$ cat src/rtl/d2l_master_arb.sv
// d2l_master_arb
//   Round-robin arbiter and serialiser for a shared two-wire D2L link.
//   NREQ requesters compete for the link. The winner's slave address and
//   data word are latched at arbitration. One frame is then driven:
//   START (1/1), DATA_W/2 bit pairs MSB first, optional PAR, END (0/0).
//   All outputs come straight from flops.
//
// Optional feature:
//   D2L_PARITY_EN  when defined, a PAR cycle follows the last data pair.
//                  It drives InLine1=0 and InLine0 = XOR of the data word.
//
// Ports:
//   sclk               clock; all state changes on posedge
//   rst_n              asynchronous active-low reset
//   req[NREQ]          per-requester level request
//   req_addr[NREQ*AW]  slave address of requester i at [i*AW +: AW]
//   req_data[NREQ*DATA_W] data word of requester i at [i*DATA_W +: DATA_W]
//   gnt[NREQ]          one-cycle pulse in START for the winner
//   done[NREQ]         one-cycle pulse in END for the winner
//   busy               high while a frame is in progress
//   cs_n[NSLV]         active-low slave selects, held START..END
//   InLine1, InLine0   D2L data lines
module d2l_master_arb #(
  parameter int NREQ   = 4,
  parameter int NSLV   = 4,
  parameter int AW     = 2,
  parameter int DATA_W = 8
) (
  input  logic                     sclk,
  input  logic                     rst_n,
  input  logic [NREQ-1:0]          req,
  input  logic [NREQ*AW-1:0]       req_addr,
  input  logic [NREQ*DATA_W-1:0]   req_data,
  output logic [NREQ-1:0]          gnt,
  output logic [NREQ-1:0]          done,
  output logic                     busy,
  output logic [NSLV-1:0]          cs_n,
  output logic                     InLine0,
  output logic                     InLine1
);

  localparam int IW    = (NREQ > 1) ? $clog2(NREQ) : 1;
  localparam int NPAIR = DATA_W / 2;
  localparam int CW    = $clog2(NPAIR + 1);

  typedef enum logic [2:0] {IDLE, START, DATA, PAR, END} state_t;

  state_t              state_q, state_d;
  logic [IW-1:0]       ptr_q, ptr_d;
  logic [CW-1:0]       cnt_q, cnt_d;
  logic [NREQ-1:0]     gnt_q, gnt_d;
  logic [NREQ-1:0]     done_q, done_d;
  logic                busy_q, busy_d;
  logic [NSLV-1:0]     cs_n_q, cs_n_d;
  logic                line1_q, line1_d;
  logic                line0_q, line0_d;
  logic [DATA_W-1:0]   shift_q, shift_d;
`ifdef D2L_PARITY_EN
  logic                par_q, par_d;
`endif

  logic                found;
  logic [IW-1:0]       win;
  logic [AW-1:0]       sel_addr;
  logic [DATA_W-1:0]   sel_data;

  // Addresses with no matching slave leave every select deasserted.
  function automatic logic [NSLV-1:0] cs_decode(input logic [AW-1:0] a);
    logic [NSLV-1:0] r;
    r = '1;
    for (int s = 0; s < NSLV; s++) begin
      if (a == AW'(s)) r[s] = 1'b0;
    end
    return r;
  endfunction

  // Round-robin scan: start just after the last winner, wrap around.
  // The last winner is therefore the lowest priority.
  always_comb begin
    int idx;
    found = 1'b0;
    win   = ptr_q;
    idx   = 0;
    for (int i = 1; i <= NREQ; i++) begin
      idx = int'(ptr_q) + i;
      if (idx >= NREQ) idx = idx - NREQ;
      if (!found && req[idx]) begin
        found = 1'b1;
        win   = IW'(idx);
      end
    end
    sel_addr = req_addr[int'(win)*AW +: AW];
    sel_data = req_data[int'(win)*DATA_W +: DATA_W];
  end

  always_comb begin
    state_d = state_q;
    ptr_d   = ptr_q;
    cnt_d   = cnt_q;
    shift_d = shift_q;
`ifdef D2L_PARITY_EN
    par_d   = par_q;
`endif
    gnt_d   = '0;
    done_d  = '0;
    busy_d  = busy_q;
    cs_n_d  = cs_n_q;
    line1_d = 1'b0;
    line0_d = 1'b0;
    case (state_q)
      IDLE: begin
        busy_d = 1'b0;
        cs_n_d = '1;
        if (found) begin
          state_d = START;
          ptr_d   = win;
          shift_d = sel_data;
`ifdef D2L_PARITY_EN
          par_d   = ^sel_data;
`endif
          gnt_d   = NREQ'(1) << win;
          busy_d  = 1'b1;
          cs_n_d  = cs_decode(sel_addr);
          line1_d = 1'b1;
          line0_d = 1'b1;
        end
      end
      START: begin
        state_d = DATA;
        cnt_d   = '0;
        line1_d = shift_q[DATA_W-1];
        line0_d = shift_q[DATA_W-2];
        shift_d = shift_q << 2;
      end
      DATA: begin
        // cnt_q is the index of the pair currently on the lines.
        if (cnt_q == CW'(NPAIR - 1)) begin
`ifdef D2L_PARITY_EN
          state_d = PAR;
          line0_d = par_q;
`else
          state_d = END;
          done_d  = NREQ'(1) << ptr_q;
`endif
        end else begin
          cnt_d   = cnt_q + CW'(1);
          line1_d = shift_q[DATA_W-1];
          line0_d = shift_q[DATA_W-2];
          shift_d = shift_q << 2;
        end
      end
`ifdef D2L_PARITY_EN
      PAR: begin
        state_d = END;
        done_d  = NREQ'(1) << ptr_q;
      end
`endif
      END: begin
        state_d = IDLE;
        busy_d  = 1'b0;
        cs_n_d  = '1;
      end
      default: begin
        state_d = IDLE;
        busy_d  = 1'b0;
        cs_n_d  = '1;
      end
    endcase
  end

  always_ff @(posedge sclk or negedge rst_n) begin
    if (!rst_n) begin
      state_q <= IDLE;
      ptr_q   <= IW'(NREQ - 1);
      cnt_q   <= '0;
      gnt_q   <= '0;
      done_q  <= '0;
      busy_q  <= 1'b0;
      cs_n_q  <= '1;
      line1_q <= 1'b0;
      line0_q <= 1'b0;
    end else begin
      state_q <= state_d;
      ptr_q   <= ptr_d;
      cnt_q   <= cnt_d;
      gnt_q   <= gnt_d;
      done_q  <= done_d;
      busy_q  <= busy_d;
      cs_n_q  <= cs_n_d;
      line1_q <= line1_d;
      line0_q <= line0_d;
    end
  end

  // The latched word is only read while a frame runs, so it needs no reset.
  always_ff @(posedge sclk) begin
    shift_q <= shift_d;
`ifdef D2L_PARITY_EN
    par_q   <= par_d;
`endif
  end

  assign gnt     = gnt_q;
  assign done    = done_q;
  assign busy    = busy_q;
  assign cs_n    = cs_n_q;
  assign InLine1 = line1_q;
  assign InLine0 = line0_q;

endmodule

$ cat config.mk
export PLATFORM = sky130hd
export DESIGN_NAME = d2l_master_arb
export DESIGN_NICKNAME = d
export VERILOG_FILES = /design/src/rtl/d2l_master_arb.sv
export SDC_FILE = /design/constraint.sdc
export NUM_CORES = 1
export LEC_CHECK = 0
export BUFFER_PORTS_ARGS = -buffer_cell sky130_fd_sc_hd__buf_2
export CAP_MARGIN = 10
export CORE_ASPECT_RATIO = 1.1
export CORE_MARGIN = 2
export CORE_UTILIZATION = 55
export CTS_CLUSTER_SIZE = 28
export DETAILED_ROUTE_END_ITERATION = 8
export HOLD_SLACK_MARGIN = 0.08
export PLACE_DENSITY_LB_ADDON = 0.25
export SKIP_LAST_GASP = 1
export SLEW_MARGIN = 25
export SYNTH_ARGS = -nofsm -noshare
export SYNTH_HDL_FRONTEND = slang
export SYNTH_SLANG_ARGS = --single-unit
$ cat constraint.sdc
create_clock -name sclk -period 4.75 [get_ports sclk]
set_clock_uncertainty 0.1 [all_clocks]
set_input_delay 1.425 -clock sclk [delete_from_list [all_inputs] [get_ports sclk]]
set_output_delay 1.425 -clock sclk [all_outputs]
set_load 0.005 [all_outputs]
==> results.md <==
* Outcome: complete, no violations
* Async SR Flop Fraction at 74.2%
* Total track usage at 21.1%
* Clock sinks at 31
* IO Count at 61
* CP cell instances: inv_1, ha_1, nor3b_2, o2bb2a_4, a211oi_2, a2bb2oi_2, buf_4, mux4_2, o32a_1
* Met1 Wirelength at 1.71 mm
* CTS buffer count at 5
* DIE WIDTH at 60.4 µm
* Synth Flop Type: dfrtp_1
* CTS HTree Levels at 2
* Post-layout min period at 3.53 ns
* Avg WL per Cell at 13.4 µm
* DP Area at 2200 µm²
* Top delay family on crit path: compound AO/OA/AOI/OAI gates
* First-pass iteration count of the detailed router at 6
* Clock root buffer: clkbuf_4
* Postcts setup bufs at 0
* Chip Height at about 66 µm
* Slew HR at 47.1%
* Layout filler cell count at 279
* Met3 wire len at between 150 and 200 µm
* Hold Crit Class: reg2reg
* Critical Path Sink Type: flop
* Post-synth EDFFs at 8
* Final Hold Fails at 0
* Seq/Total Area, Yosys at 42.8%
* DP HPWL at 2.84 mm
* Mapped Nets at 234
* Syn Inst Count at 182
* Largest net degree at the start of global routing at 25
* Met2 wire len at around 1.9 mm
* Top cell type's share of synthesized area at 22.1%
* Dominant cells by area after synthesis: dfrtp_1 (22%), edfxtp_1 (12%), dfstp_2 (8.2%), mux2i_1 (4.7%), ha_1 (3.9%)
* FF+latch count, synth at 31
* Final nets at approximately 290
* Fin. max-slew vios at 0
* Leakage power at 1.07 nW
* Post-Place Cells at about 280
* Period utilisation layout at about 74%
* Clock Path Buffers at 2
* Largest stage delay on the critical path at 0.77 ns
* Final WL at 3.82 mm
* GRT overflow at 0
* CP Max Fanout at 21
* Port bufs at 60
* DRT antenna net count at 0
* Post-route DRC at 0
* Max-cap violations at 0
* Initial antenna violation count at 0
* Number of global-route vias before repair at 1,434
* Setup Crit Path Kind: reg2reg
* Hold buffers post-CTS at 0
* Highest Clock Rate at 283 MHz
* Yosys top cell by area: dfrtp_1
* Area of the die at about 4000 µm²
* Non-filler cells, final at 284
* DRT iter0 DRCs at around 120
* Final hold slack at 0.361 ns
* DR vias at 1,597
* Setup_tns at 0 ns
* Diodes inserted at 0
* Yosys Warn Count at 0
* Core ar. at 3330 µm²
* Routability-driven placement congestion ratio at ~0.81
* Synth top cells by count: dfrtp_1 (17), nand2_1 (13), a31oi_1 (9), mux2i_1 (9)
* CP startpoint kind: flop
* Pwr dens at 698 nW/µm²
* RSZ-0062 raised after global routing: no
* Worst Max-Slew Pin Slew at 0.793 ns
* Design Area, Final at around 2300 µm²
* Arr. time, crit path at 3.70 ns
* Layout cells sized above 1 at 37.7%
* Avg Cell Area, Syn at between 10 and 15 µm²
* Critical path's slowest cell: dfstp_2
* Initial Utilization at 57.8%
* Count leader, synth: dfrtp_1
* Syn Std Cell Area at 1920 µm²
* Distinct cells, synth at 50
* Post-cts resize count at 0
* First-pass GRT wire length at around 6.3 mm
* VDD IR max at 396 µV
* Final setup viols at 0
* CP bufs+invs at 2
* Area Growth Syn to Fin at 18.9%
* CP Data Required Time at between 4 and 5 ns
* Num rows at 22
* Clock-pin slew on the worst setup and hold paths at ~0.10 ns
* Top sig layer: met4
* Clk_lat worst skew at around 0.33 ns
* TritonCTS clock tree: done
* DR vias/cell at 5.62
[path summary, 6_finish.rpt]
kind / start / to / slack, ns / depth (start not counted)
max in group asynchronous: rst_n / ptr_q[0] / 3.26 / 1
worst min register to register: shift_q[6] / InLine0 / 0.36 / 2
worst max register to register: ptr_q[0] / cs_n[0] / 1.22 / 9
worst max-delay path: ptr_q[0] / cs_n[0] / 1.22 / 9
min in group asynchronous: rst_n / cnt_q[2] / 0.93 / 1
worst min-delay path: shift_q[6] / InLine0 / 0.36 / 2
[per-stage QoR]
step / setup slack, ns / power, mW / utilization (%)
6_report: 1.22 / 1.60 / 68.7
4_1_cts: 1.23 / 1.60 / 68.7
2_1_floorplan: 1.41 / 1.25 / -
3_5_place_dp: 0.921 / 1.39 / 66.1
5_1_grt: 1.08 / 1.73 / 68.7
3_3_place_gp: 0.958 / 1.37 / 66.1
[final cells by class]
class                   instances  area, µm²  area share [%]
multi-input cells             128        980            42.8
flip-flops and latches         31        823            36.0
repair buffers                 61        308            13.5
well taps                      48       60.1            2.63
clock buffers                   6       51.3            2.24
clock inverters                 2       35.0            1.53
inverters                       8       30.0            1.31
[placed cells by master (no fill, tap or decap), types with 2 or more instances in the layout]
cell type,n
a211oi_2,3
inv_1,7
o22ai_1,8
nand3_1,2
nor2_1,5
mux2_2,3
dfrtp_1,17
and2_1,4
o21ai_0,3
edfxtp_1,8
clkbuf_4,5
dfstp_2,6
ha_1,6
o211ai_1,2
mux2_1,5
nor3_1,6
mux2i_1,9
nand2_1,13
nand2b_1,7
o32a_1,2
a211oi_1,5
a21o_1,4
nor2b_1,3
a21oi_1,6
buf_2,60
a22o_1,3
a31oi_1,9
[layer usage]
| layer | global-route usage (%) | vias up |
|---|---|---|
| met3 | 4.70 | 7 |
| met2 | 33.3 | 51 |
| li1 | - | 782 |
| met4 | 8.33 | 0 |
| met5 | 0 | - |
| met1 | 27.9 | 757 |
[power by group]
group          leakage (nW)  internal (mW)  switching [mW]
Combinational         0.658          0.387           0.478
Clock                0.0482          0.124          0.0864
Sequential            0.367          0.429          0.0916
[tightest hold or removal path: stages (launching register included)]
cell,delay (ns)
edfxtp_1,0.33
nand2_1,0.05
nand2_1,0.06
[flip-flops by register name, indices dropped and copies added (netlist names), 2 cells and up]
signal / count
cs_n: 4
gnt: 4
cnt_q: 3
done: 4
ptr_q: 2
shift_q: 8
state_q: 3
[logic make-up after synthesis]
group / share of synthesized area, %
xor gates and xnor gates: 0.455
and+or+nand+nor: 15.1
DFF: 42.8
AOI/OAI and AO/OA: 20.9
buffers and inverters: 6.31
adders and majority gates: 3.90
muxes: 10.5
Note: power is estimated with default switching activity, not from simulation.
